## src/rtl/boot_pkg.sv

```systemverilog
// Shared definitions for the UART boot loader: FSM encoding and framing constants.
package boot_pkg;

    typedef enum logic [1:0] {
        S_LEN  = 2'd0,
        S_DATA = 2'd1,
        S_RUN  = 2'd2,
        S_ERR  = 2'd3
    } boot_state_e;

    localparam int LANES = 4;
    localparam int LEN_W = 32;

endpackage

```

## src/rtl/uart_boot_loader_if.sv

```systemverilog
// Instruction-memory write port driven by the boot loader.
// Handshake: imem_we qualifies imem_addr/imem_wdata for exactly one cycle; the memory
// has no ready, so every cycle with imem_we=1 is one accepted word write.
interface uart_boot_loader_if #(
    parameter int ADDR_W = 14
);
    logic              imem_we;
    logic [ADDR_W-1:0] imem_addr;
    logic [31:0]       imem_wdata;

    modport master (output imem_we, imem_addr, imem_wdata);
    modport slave  (input  imem_we, imem_addr, imem_wdata);
endinterface

```

## src/rtl/byte_assembler.sv

```systemverilog
// Packs a byte stream into little-endian 32-bit words; word_done marks the 4th byte,
// and word is valid only in that cycle (the top byte is taken straight from byte_in).
module byte_assembler
    import boot_pkg::*;
(
    input  logic             clk,
    input  logic             rst,
    input  logic             byte_valid,
    input  logic [7:0]       byte_in,
    output logic [LEN_W-1:0] word,
    output logic             word_done
);
    logic [1:0]  lane_q;
    logic [23:0] data_q;

    always_ff @(posedge clk) begin
        if (rst) begin
            lane_q <= 2'd0;
            data_q <= 24'd0;
        end else if (byte_valid) begin
            case (lane_q)
                2'd0:    data_q[7:0]   <= byte_in;
                2'd1:    data_q[15:8]  <= byte_in;
                2'd2:    data_q[23:16] <= byte_in;
                default: ;
            endcase
            lane_q <= lane_q + 2'd1;
        end
    end

    assign word_done = byte_valid && (lane_q == 2'(LANES - 1));
    assign word      = {byte_in, data_q};
endmodule

```

## src/rtl/uart_boot_loader.sv

```systemverilog
// Boot sequencer: reads a length-prefixed image from the UART RX FIFO into instruction
// memory, then releases the core and hands the FIFO read port over to it.
module uart_boot_loader
    import boot_pkg::*;
#(
    parameter int ADDR_W    = 14,
    parameter int BASE      = 0,
    parameter int MAX_WORDS = 2**ADDR_W
) (
    input  logic                 clk,
    input  logic                 rst,
    input  logic                 uart_empty,
    input  logic [7:0]           uart_in,
    output logic                 uart_rdreq,
    input  logic                 core_uart_rdreq,
    output logic                 core_uart_empty,
    uart_boot_loader_if.master   imem,
    output logic                 core_run,
    output logic                 boot_err,
    output boot_state_e          dbg_state
);
    localparam logic [ADDR_W:0] IDX_ONE = 1;

    boot_state_e       state_q, state_d;
    logic              rd_pending_q;
    logic              fetch_done_q;
    logic              last_wr_q;
    logic              fetch_en;
    logic [ADDR_W:0]   idx_q;
    logic [ADDR_W:0]   len_q;
    logic [LEN_W-1:0]  word;
    logic              word_done;

    // uart_in is valid the cycle after the request, so the pending flag doubles as byte_valid.
    byte_assembler u_asm (
        .clk        (clk),
        .rst        (rst),
        .byte_valid (rd_pending_q),
        .byte_in    (uart_in),
        .word       (word),
        .word_done  (word_done)
    );

    always_ff @(posedge clk) begin
        if (rst) state_q <= S_LEN;
        else     state_q <= state_d;
    end

    always_comb begin
        state_d         = state_q;
        uart_rdreq      = 1'b0;
        core_uart_empty = 1'b1;
        core_run        = 1'b0;
        boot_err        = 1'b0;
        fetch_en        = 1'b0;
        case (state_q)
            S_LEN: begin
                fetch_en = 1'b1;
                if (word_done) begin
                    if (word > LEN_W'(MAX_WORDS)) state_d = S_ERR;
                    else if (word == '0)          state_d = S_RUN;
                    else                          state_d = S_DATA;
                end
            end
            S_DATA: begin
                // Stop fetching once the last word is assembled; later bytes belong to the core.
                fetch_en = !fetch_done_q;
                if (imem.imem_we && last_wr_q) state_d = S_RUN;
            end
            S_RUN: begin
                uart_rdreq      = core_uart_rdreq;
                core_uart_empty = uart_empty;
                core_run        = 1'b1;
            end
            S_ERR: begin
                boot_err = 1'b1;
            end
            default: state_d = S_LEN;
        endcase
        if (fetch_en) uart_rdreq = !uart_empty && !rd_pending_q;
        if (rst)      uart_rdreq = 1'b0;
    end

    always_ff @(posedge clk) begin
        if (rst) begin
            rd_pending_q    <= 1'b0;
            fetch_done_q    <= 1'b0;
            last_wr_q       <= 1'b0;
            idx_q           <= '0;
            len_q           <= '0;
            imem.imem_we    <= 1'b0;
            imem.imem_addr  <= '0;
            imem.imem_wdata <= '0;
        end else begin
            rd_pending_q <= uart_rdreq && fetch_en;
            imem.imem_we <= 1'b0;
            if (state_q == S_LEN && word_done) begin
                len_q        <= word[ADDR_W:0];
                idx_q        <= '0;
                fetch_done_q <= 1'b0;
                last_wr_q    <= 1'b0;
            end
            if (state_q == S_DATA && word_done) begin
                imem.imem_we    <= 1'b1;
                imem.imem_addr  <= ADDR_W'(BASE) + idx_q[ADDR_W-1:0];
                imem.imem_wdata <= word;
                idx_q           <= idx_q + IDX_ONE;
                if (idx_q + IDX_ONE == len_q) begin
                    fetch_done_q <= 1'b1;
                    last_wr_q    <= 1'b1;
                end
            end
        end
    end

    assign dbg_state = state_q;
endmodule

```

## src/flat_wrapper.sv

```systemverilog
// flat-port wrapper written by rule: the top's interface ports become plain ports
module uart_boot_loader_flat import boot_pkg::*;
#(
    parameter int ADDR_W    = 14,
    parameter int BASE      = 0,
    parameter int MAX_WORDS = 2**ADDR_W
)
  (clk, rst, uart_empty, uart_in, uart_rdreq, core_uart_rdreq, core_uart_empty, core_run, boot_err, dbg_state, imem_imem_we, imem_imem_addr, imem_imem_wdata);
  uart_boot_loader_if #(.ADDR_W(ADDR_W)) imem_i ();
  input  logic clk;
  input  logic rst;
  input  logic uart_empty;
  input  logic [7:0] uart_in;
  output logic uart_rdreq;
  input  logic core_uart_rdreq;
  output logic core_uart_empty;
  output logic core_run;
  output logic boot_err;
  output boot_state_e dbg_state;
  output wire logic [$bits(imem_i.imem_we)-1:0] imem_imem_we;
  output wire logic [$bits(imem_i.imem_addr)-1:0] imem_imem_addr;
  output wire logic [$bits(imem_i.imem_wdata)-1:0] imem_imem_wdata;
  assign imem_imem_we = imem_i.imem_we;
  assign imem_imem_addr = imem_i.imem_addr;
  assign imem_imem_wdata = imem_i.imem_wdata;
  uart_boot_loader #(.ADDR_W(ADDR_W), .BASE(BASE), .MAX_WORDS(MAX_WORDS)) u_core (.clk(clk), .rst(rst), .uart_empty(uart_empty), .uart_in(uart_in), .uart_rdreq(uart_rdreq), .core_uart_rdreq(core_uart_rdreq), .core_uart_empty(core_uart_empty), .imem(imem_i), .core_run(core_run), .boot_err(boot_err), .dbg_state(dbg_state));
endmodule
```

## config.mk

```make
export PLATFORM = sky130hd
export DESIGN_NAME = uart_boot_loader_flat
export DESIGN_NICKNAME = d
export VERILOG_FILES = /design/src/rtl/boot_pkg.sv /design/src/rtl/uart_boot_loader_if.sv /design/src/rtl/byte_assembler.sv /design/src/rtl/uart_boot_loader.sv /design/src/flat_wrapper.sv
export SDC_FILE = /design/constraint.sdc
export NUM_CORES = 1
export LEC_CHECK = 0
export ABC_AREA = 0
export BUFFER_PORTS_ARGS = -buffer_cell sky130_fd_sc_hd__buf_4
export CAP_MARGIN = 40
export CORE_AREA = 2 2 93 95
export DETAILED_ROUTE_END_ITERATION = 8
export DIE_AREA = 0 0 95 97
export HOLD_SLACK_MARGIN = 0.08
export PLACE_DENSITY_LB_ADDON = 0.2
export SETUP_SLACK_MARGIN = 0.05
export SLEW_MARGIN = 20
export SYNTH_ARGS = -nofsm -noshare
export SYNTH_HDL_FRONTEND = slang
export SYNTH_SLANG_ARGS = --single-unit
export TNS_END_PERCENT = 20
```

## constraint.sdc

```tcl
create_clock -name clk -period 2.5 [get_ports clk]
set_input_delay 0.375 -clock clk [delete_from_list [all_inputs] [get_ports clk]]
set_output_delay 0.375 -clock clk [all_outputs]
set_load 0.02 [all_outputs]
```

==> results of run 1 <==
==> worst reg2reg max path: stages (launching register included) <==
cell and delay (ps):
dfxtp_1 470, ha_1 340, nand4_1 210, nor4_1 430, xnor2_1 130, a211oi_1 320
o2111ai_1 210, nand2_1 100
==> cell usage after synthesis, drive strengths merged (3+ instances only) <==
cell    count  share of area [%]
nand2     167                 14
dfxtp     108                 48
a21oi      90                 10
clkbuf     32                2.7
nand3      32                3.5
o21ai      23                2.5
nor2       20                1.7
xnor2      14                2.7
buf        11                1.2
nor4       10                1.4
nand4       8                1.1
nor3        8               0.89
o31ai       7                1.2
xor2        6                1.2
ha          5                1.4
or3         5               0.69
inv         4               0.33
and2        3               0.41
nor2b       3               0.41
==> per-stage QoR <==
step           hold slack (ps)  utilization [%]  instance area, um^2  worst slack (ps)  power (mW)
2_1_floorplan              423                -                 4520               405        1.86
3_3_place_gp               443             62.2                 5060               422        1.91
3_5_place_dp               449             62.5                 5080               343        1.91
4_1_cts                    266             65.1                 5290               324        3.01
5_1_grt                    266             65.2                 5300              85.4        3.08
6_report                   278             65.2                 5300               257        3.00
==> area by class of cell <==
cell class	count	area [um^2]	area share [%]
Sequential cell	108	2160	40.8
Clock buffer	10	128	2.41
Tap cell	105	131	2.48
Clock inverter	6	83.8	1.58
Inverter	5	18.8	0.354
Timing Repair Buffer	77	603	11.4
Multi-Input combinational cell	427	2170	41.0
==> power by group through the flow <==
stage               Sequential (mW)  Clock, mW  Combinational [mW]
floorplan                      1.78          0              0.0775
global placement               1.79          0               0.120
detailed placement             1.79          0               0.126
CTS                            1.75       1.13               0.128
global route                   1.75       1.19               0.141
finish                         1.75       1.12               0.130
==> cells in the final DEF, fill, tap and decap left out, types with 2 or more instances in the layout <==
master	instances
ha_1	5
clkinv_4	2
xnor2_1	14
nand3_1	32
or3_1	5
a22o_1	2
nand3b_1	2
nand4_1	8
o31ai_1	7
dfxtp_1	108
nand2_1	167
nor2_1	20
mux2i_1	2
buf_12	2
and2_1	2
nor3b_1	2
o21ai_0	23
mux2_2	2
a21oi_1	90
inv_1	4
clkbuf_8	9
nor2b_1	3
a31oi_1	2
nor4_1	9
buf_4	75
xor2_1	6
nor3_1	8
==> flip-flops by register name, indices dropped and copies added, names as in the netlist <==
signal	count
u_core.u_asm.lane_q	2
u_core.imem.imem_addr	14
u_core.dbg_state	2
u_core.fetch_done_q	1
u_core.last_wr_q	1
u_core.rd_pending_q	1
u_core.u_asm.data_q	24
u_core.len_q	15
u_core.imem.imem_we	1
u_core.idx_q	15
u_core.imem.imem_wdata	32
==> layer usage <==
metal | up-vias | part of all wire, % | routed length [um] | GRT usage, %
met1 | 2006 | 41 | 4890 | 31.3
met5 | - | 0 | 0 | 0
met4 | 0 | 1.5 | 182 | 7.47
li1 | 2063 | - | - | -
met3 | 14 | 3.8 | 451 | 5.45
met2 | 94 | 53 | 6270 | 46.3
==> final timing paths <==
kind	from	endpoint	slack (ps)
max	u_core.idx_q[0]$_SDFFE_PP0P_	u_core.last_wr_q$_SDFF_PP0_	260
min	uart_empty	u_core.rd_pending_q$_SDFF_PP0_	280
max reg2reg	u_core.idx_q[0]$_SDFFE_PP0P_	u_core.last_wr_q$_SDFF_PP0_	260
min reg2reg	u_core.imem.imem_wdata[5]$_SDFFE_PP0P_	u_core.imem.imem_wdata[5]$_SDFFE_PP0P_	460
==> cells by family (layout without fill, tap and decap cells) <==
| kind of cell | after synthesis | after routing | synth area share, % |
|---|---|---|---|
| and+or+nand+nor | 266 | 266 | 26.0 |
| muxes | 4 | 4 | 0.941 |
| adders and majority gates | 5 | 5 | 1.38 |
| DFF | 108 | 108 | 47.8 |
| xor gates and xnor gates | 20 | 20 | 3.87 |
| AOI/OAI and AO/OA | 132 | 132 | 15.7 |
| buffers and inverters | 48 | 98 | 4.29 |
==> out/summary.txt, run 1 <==
initial antenna violation count -> 0
WS Path Type -> register to register
syn nets -> 600
# placed instances -> 722
RSZ-0062 raised after global routing -> false
#FFs+latches synth -> 108
clk sinks -> 108
Slew @ Worst Pin -> 512 ps
Worst slew margin -> 65.8%
critical path peak fanout -> 8
min Tclk post-route -> 2240 ps
Post-Synthesis Mean Instance Area -> 7.76 um^2
Max Freq -> 446 MHz
share of layout cells above drive strength 1 -> 15.3%
CP peak stage delay -> 470 ps
maximum vdd drop -> 0.412 mV
Vias per Instance -> 5.66
Pwr Density -> 565 nW/um^2
Netlist cell types -> 43
Post-CTS Repair Setup Buffers -> 0
area of the core -> 8130 um^2
Post-CTS Hold Buffers -> 0
Iteration-0 DRC Markers -> 227
Syn. warnings -> 0
row count -> 33
maxcap violations -> 0
Routed Antenna Nets -> 0
Final setup viols -> 0
global-route wire length before repair -> 19,000 um
sw power -> 0.733 mW
sw frac -> 24.5%
Hold Path Cell Cnt -> 3
delay-heaviest family, CP -> simple AND/OR/NAND/NOR gates
Layout area overhead -> 17.2%
number of antenna diodes -> 0
Async S/R FF share, synth -> 0%
CTS H-tree lvls -> 3
Final Hold Fails -> 0
Die Wd -> 95 um
sequential share of the synthesized area -> 47.8%
R2R cell count -> 7
Post-synth EDFFs -> 0
fin cells -> 738
Root Driver -> clkbuf_8
Gate Count Post-Synth -> 583
Detailed Place HPWL -> 8230 um
GRT overflow -> 0
gr usage total -> 26.1%
CP required -> 2820 ps
Power Internal -> 2.26 mW
Max clock buf depth -> 2
DRT Pass-1 Iters -> 5
CP max stage cell -> dfxtp_1
min-delay worst type -> primary input to register
clock network power share -> 37.3%
power share of the combinational group -> 4.3%
vias in the first global route -> 3,944
setup tns final -> 0 ps
leakage -> 1.94 nW
crit start category -> register
# nets final -> 645
Initial Util -> 55.6%
routed wire length -> 11,800 um
period utilization -> 89.7%
Avg WL per Cell -> 16.0 um
Setup Skew -> 12.9 ps
fill count -> 728
Worst-path clk slew -> 110 ps
Die Ht -> 97 um
num ports -> 65
Clk Latency, worst-skew pair -> 370 ps
crit path capture type -> register
post_cts resized -> 0
number of port buffers -> 64
CTS buffer count -> 9
final slew viol count -> 0
Seq pwr share -> 58.4%
crit-path cells -> ha_1, nand4_1, nor4_1, xnor2_1, a211oi_1, o2111ai_1, nand2_1
Netlist Area Pre-Place -> 4520 um^2
status -> finished clean
CTS tree -> yes
via count -> 4,177
die area -> 9220 um^2
Crit path depth -> 7
# DRC -> 0
ys flop type -> dfxtp_1
crit path DAT -> 2560 ps
crit path buf inv count -> 0
Placer Congestion -> 0.863
maximum number of pins on one net before global-route repair -> 63
Power figures use the tool's default switching activity.
==> run 2: changes to the inputs <==
CORE_AREA = 2 2 72 125   (was 2 2 93 95)
DIE_AREA = 0 0 74 127   (was 0 0 95 97)
==> run 2 against run 1 <==
  * Fmax up 1.2%
  * Sequential power about the same
  * Non-clock buffer count rose by 4
  * Hold slack worse by 14 ps
  * Clock power increased by 46%
  * Core utilization increased by 0.60 points
  * Count of clock-buffer cells in the layout fell by 1
  * Register-to-register slack better by 30 ps
  * Largest cell class unchanged
  * Largest power group unchanged
  * Highest routed layer unchanged
==> out/summary.txt, run 2 (same netlist as run 1, synthesis figures left out) <==
critical path peak fanout -> 8 (unchanged)
Initial Util -> 54.4% (-1.2 points)
global routing usage on met1 -> 28.7% (-2.6 points)
Vias per Instance -> 5.63 (-0.57%)
Max clock buf depth -> 2 (unchanged)
Largest register FFs -> 32 (unchanged)
Pwr Density -> 644 nW/um^2 (+14%)
Post-DP Area -> 5090 um^2 (+0.20%)
Die Ht -> 127 um (+31%)
final slew viol count -> 0 (unchanged)
largest register by flop count -> u_core.imem.imem_wdata
CTS tree -> yes
leakage -> 2.03 nW (+4.5%)
Root Driver -> clkbuf_16
die area -> 9400 um^2 (+2.0%)
crit path capture type -> register
fin cells -> 752 (+1.9%)
Setup Skew -> 7.01 ps (-5.88 ps)
Final Hold Fails -> 0 (unchanged)
Routed Antenna Nets -> 0 (unchanged)
num ports -> 65 (unchanged)
crit start category -> register
period utilization -> 88.6% (-1.1 points)
DRT Pass-1 Iters -> 4 (-1)
maxcap violations -> 0 (unchanged)
final core occ -> 65.8% (+0.60 points)
Max Freq -> 451 MHz (+1.2%)
Final setup viols -> 0 (unchanged)
post_cts resized -> 0 (unchanged)
GR Util met2 -> 49.4% (+3.2 points)
Detailed Place HPWL -> 8820 um (+7.2%)
Final Cell Area -> 5470 um^2 (+3.1%)
maximum number of pins on one net before global-route repair -> 87 (+38%)
status -> finished clean
row count -> 44 (+33%)
clk sinks -> 108 (unchanged)
gr usage total -> 27.4% (+1.3 points)
RSZ-0062 raised after global routing -> false
share of layout cells above drive strength 1 -> 15.9% (+0.53 points)
M3 GR Usage -> 3.47% (-2.0 points)
GRT overflow -> 0 (unchanged)
Slew @ Worst Pin -> 511 ps (-1.11 ps)
# nets final -> 649 (+0.62%)
min Tclk post-route -> 2220 ps (-26.8 ps)
# placed instances -> 735 (+1.8%)
# DRC -> 0 (unchanged)
most frequent cells in the layout -> 167 x nand2_1, 108 x dfxtp_1, 90 x a21oi_1
CTS buffer count -> 9 (unchanged)
busiest grt layer -> met2
via count -> 4,232 (+1.3%)
Worst-path clk slew -> 70 ps (-40 ps)
crit path DAT -> 2510 ps (-50 ps)
global-route wire length before repair -> 19,900 um (+4.6%)
Layout area overhead -> 20.9%
Largest regs -> u_core.imem.imem_wdata (32), u_core.u_asm.data_q (24)
area of the core -> 8310 um^2 (+2.2%)
initial antenna violation count -> 0 (unchanged)
WS Path Type -> register to register
Post-CTS Repair Setup Buffers -> 0 (unchanged)
maximum vdd drop -> 0.437 mV (+6.1%)
CP required -> 2790 ps (-30 ps)
number of antenna diodes -> 0 (unchanged)
number of port buffers -> 64 (unchanged)
Worst slew margin -> 65.9% (+0.074 points)
Clk Latency, worst-skew pair -> 350 ps (-20 ps)
CTS H-tree lvls -> 3 (unchanged)
Die Wd -> 74 um (-22%)
total power -> 3.52 mW (+17%)
min-delay worst type -> primary input to register
Avg WL per Cell -> 16.2 um (+1.7%)
Placer Congestion -> 0.936 (+8.5%)
vias in the first global route -> 4,171 (+5.8%)
Iteration-0 DRC Markers -> 253 (+11%)
routed wire length -> 12,200 um (+3.6%)
Post-CTS Hold Buffers -> 0 (unchanged)
commonest non-fill, non-tap cell in the layout -> nand2_1
setup tns final -> 0 ps (unchanged)
## run 2: cell type report
type	instances	area, um^2
clock inverter	7	121
multi-input combinational	427	2170
tap	115	144
timing repair buffer	81	628
clock buffer	9	225
fill	755	2850
inverter	5	18.8
sequential	108	2160
## run 2: per-layer routing
layer,up-vias,routed length [um]
met4,0,742
met1,2005,4310
met2,108,6750
li1,2071,-
met5,-,0
met3,48,415
## run 2: path summary, 6_finish.rpt
kind                                    startpoint                                endpoint  slack [ps]  cells after the start
max                   u_core.idx_q[1]$_SDFFE_PP0P_             u_core.last_wr_q$_SDFF_PP0_         280                      7
min                                            rst  u_core.imem.imem_wdata[2]$_SDFFE_PP0P_         260                      2
max reg2reg           u_core.idx_q[1]$_SDFFE_PP0P_             u_core.last_wr_q$_SDFF_PP0_         280                      7
min reg2reg  u_core.imem.imem_addr[9]$_SDFFE_PP0P_   u_core.imem.imem_addr[9]$_SDFFE_PP0P_         450                      2
## run 2: metrics by stage
stage	setup slack (ps)	hold slack [ps]
detailed placement	329	447
floorplan	405	423
finish	284	264
CTS	308	257
global route	80.1	272
global placement	430	444
## run 2: report_power, final
| group | total (mW) | switching (mW) | internal, mW | leakage (nW) |
|---|---|---|---|---|
| clock network | 1.64 | 0.654 | 0.986 | 0.170 |
| logic | 0.133 | 0.0865 | 0.0462 | 0.991 |
| registers | 1.75 | 0.0171 | 1.73 | 0.871 |
## run 2: critical path, stage by stage, from the launching register on
cell and delay [ps]:
dfxtp_1 420, ha_1 320, nand4_1 300, nor3_1 320, mux2_2 380, a31oi_1 150
o2111ai_1 170, nand2_1 90
==> run 3: changes to the inputs <==
CORE_AREA = 2 2 75 131   (was 2 2 72 125)
DIE_AREA = 0 0 77 133   (was 0 0 74 127)
==> run 3 against run 2 <==
  * Hold slack better by 48 ps
  * Via count shrank 1.4%
  * Core utilization down 7.2 points
  * Routed wire length decreased by 1.7%
==> out/summary.txt, run 3 (same netlist as run 1, synthesis figures left out) <==
status -> finished clean
initial antenna violation count -> 0 (unchanged)
CP max stage cell -> dfxtp_1
Worst-path clk slew -> 70 ps (about the same)
Max clock buf depth -> 2 (unchanged)
Clk Latency, worst-skew pair -> 340 ps (about the same)
leakage -> 2.01 nW (-1.2%)
Largest register FFs -> 32 (unchanged)
CP peak stage delay -> 520 ps (+100 ps)
fill count -> 902 (+19%)
# nets final -> 648 (-0.15%)
crit path DAT -> 2520 ps (about the same)
Slew @ Worst Pin -> 513 ps (+1.68 ps)
delay-heaviest family, CP -> simple AND/OR/NAND/NOR gates
Setup WS pre-CTS -> 232 ps (-96.9 ps)
M3 GR Usage -> 3.21% (-0.26 points)
Die Ht -> 133 um (+4.7%)
fin cells -> 758 (+0.80%)
global-route wire length before repair -> 19,300 um (-3.1%)
Initial Util -> 48.7% (-5.7 points)
crit path capture type -> register
Vias per Instance -> 5.51 (-2.2%)
Root Driver -> clkbuf_16
min Tclk post-route -> 2240 ps (+21.6 ps)
period utilization -> 89.5% (+0.86 points)
Worst slew margin -> 65.5% (-0.43 points)
HP Start -> uart_empty
Post-CTS Hold Buffers -> 0 (unchanged)
Layout area overhead -> 20.4%
critical path peak fanout -> 11 (+3)
GRT overflow -> 0 (unchanged)
busiest grt layer -> met2
area of the core -> 9290 um^2 (+12%)
largest register by flop count -> u_core.imem.imem_wdata
global routing usage on met1 -> 24.5% (-4.2 points)
Iteration-0 DRC Markers -> 281 (+11%)
clk sinks -> 108 (unchanged)
CTS H-tree lvls -> 3 (unchanged)
Final setup viols -> 0 (unchanged)
RSZ-0062 raised after global routing -> false
Final WS setup -> 262 ps (-21.6 ps)
commonest non-fill, non-tap cell in the layout -> nand2_1
maxcap violations -> 0 (unchanged)
setup tns final -> 0 ps (unchanged)
num ports -> 65 (unchanged)
Hold EP -> u_core.rd_pending_q$_SDFF_PP0_
Largest regs -> u_core.imem.imem_wdata (32), u_core.u_asm.data_q (24)
Hold Path Cell Cnt -> 3 (+1)
DRT Pass-1 Iters -> 5 (+1)
crit-path cells -> nand4_1, o21ai_0, or4b_1, nor4_1, o2111ai_1, nand2_1
Pwr Density -> 612 nW/um^2 (-5.0%)
Final Hold Fails -> 0 (unchanged)
final slew viol count -> 0 (unchanged)
R2R Setup Slk -> 260 ps (-20 ps)
R2R cell count -> 6 (-1)
most frequent cells in the layout -> 167 x nand2_1, 108 x dfxtp_1, 90 x a21oi_1
Max Freq -> 447 MHz (-0.96%)
number of antenna diodes -> 0 (unchanged)
WS Path Type -> register to register
die area -> 10,200 um^2 (+9.0%)
Placer Congestion -> 0.997 (+6.6%)
maximum vdd drop -> 0.509 mV (+17%)
GR Util met2 -> 44.7% (-4.7 points)
number of port buffers -> 64 (unchanged)
crit path buf inv count -> 0 (unchanged)
# placed instances -> 739 (+0.54%)
Setup Skew -> 6.01 ps (-1.00 ps)
Die Wd -> 77 um (+4.1%)
Avg WL per Cell -> 15.8 um (-2.5%)
crit start category -> register
maximum number of pins on one net before global-route repair -> 94 (+8.0%)
vias in the first global route -> 3,929 (-5.8%)
worst r2r src -> u_core.idx_q[2]$_SDFFE_PP0P_
# DRC -> 0 (unchanged)
share of layout cells above drive strength 1 -> 16.0% (+0.18 points)
CTS buffer count -> 9 (unchanged)
routed wire length -> 12,000 um (-1.7%)
Routed Antenna Nets -> 0 (unchanged)
gr usage total -> 23.8% (-3.7 points)
CP required -> 2780 ps (about the same)
Detailed Place HPWL -> 8710 um (-1.3%)
CTS tree -> yes
reg-to-reg endpoint -> u_core.last_wr_q$_SDFF_PP0_
row count -> 47 (+6.8%)
min-delay worst type -> primary input to register
via count -> 4,173 (-1.4%)
-- run 3: cell types whose count changed in the layout (fill, tap and decap cells not counted), sizes merged --
cell and change:
clkinv +1, clkbuf +2, inv -2, clkinvlp +1, buf -1, bufinv -2
-- run 3: layout make-up --
class | instances | area, um^2 | share of cell area (%)
tap | 122 | 153 | 2.80
timing repair buffer | 80 | 621 | 11.4
clock inverter | 5 | 60.1 | 1.10
multi-input combinational | 427 | 2180 | 40.0
clock buffer | 11 | 253 | 4.64
inverter | 5 | 18.8 | 0.345
sequential | 108 | 2160 | 39.7
-- run 3: repair_timing --
item / CTS / global route
resized for setup: 0 / 2
buffers inserted: 0 / 2
endpoints found under the setup margin: 0 / 2
-- run 3: through the flow --
| step | hold WS [ps] | utilization (%) | area (um^2) | power (mW) |
|---|---|---|---|---|
| floorplan | 423 | - | 4520 | 1.86 |
| global placement | 443 | 54.6 | 5070 | 1.91 |
| detailed placement | 448 | 54.7 | 5080 | 1.91 |
| CTS | 304 | 58.0 | 5390 | 3.35 |
| global route | 323 | 58.6 | 5450 | 3.44 |
| finish | 312 | 58.6 | 5450 | 3.33 |
-- run 3: per-layer routing --
metal / vias up / share of wire, %
met5: - / 0
met2: 117 / 56
met1: 1950 / 36
met4: 0 / 4.7
met3: 34 / 2.9
li1: 2072 / -
-- run 3: power by group --
group	internal [mW]	total [mW]	switching [mW]	leakage, nW
clock network	0.833	1.45	0.616	0.152
logic	0.0461	0.133	0.0866	0.984
registers	1.73	1.75	0.0175	0.871
-- run 3: how the worst max path moves through the flow --
stage / depth (start not counted) / start / to / slack (ps)
after floorplan: 7 / u_core.idx_q[0]$_SDFFE_PP0P_ / u_core.last_wr_q$_SDFF_PP0_ / 400
after global placement: 7 / u_core.idx_q[0]$_SDFFE_PP0P_ / u_core.last_wr_q$_SDFF_PP0_ / 350
after detailed placement: 7 / u_core.idx_q[0]$_SDFFE_PP0P_ / u_core.last_wr_q$_SDFF_PP0_ / 230
after CTS: 7 / u_core.idx_q[0]$_SDFFE_PP0P_ / u_core.last_wr_q$_SDFF_PP0_ / 220
after global routing: 7 / u_core.idx_q[0]$_SDFFE_PP0P_ / u_core.last_wr_q$_SDFF_PP0_ / 80
final: 6 / u_core.idx_q[2]$_SDFFE_PP0P_ / u_core.last_wr_q$_SDFF_PP0_ / 260
-- run 3: worst reg2reg max path: stages, from the launching register on --
cell and delay (ps):
dfxtp_1 520, nand4_1 300, o21ai_0 260, or4b_1 450, nor4_1 340, o2111ai_1 210
nand2_1 100
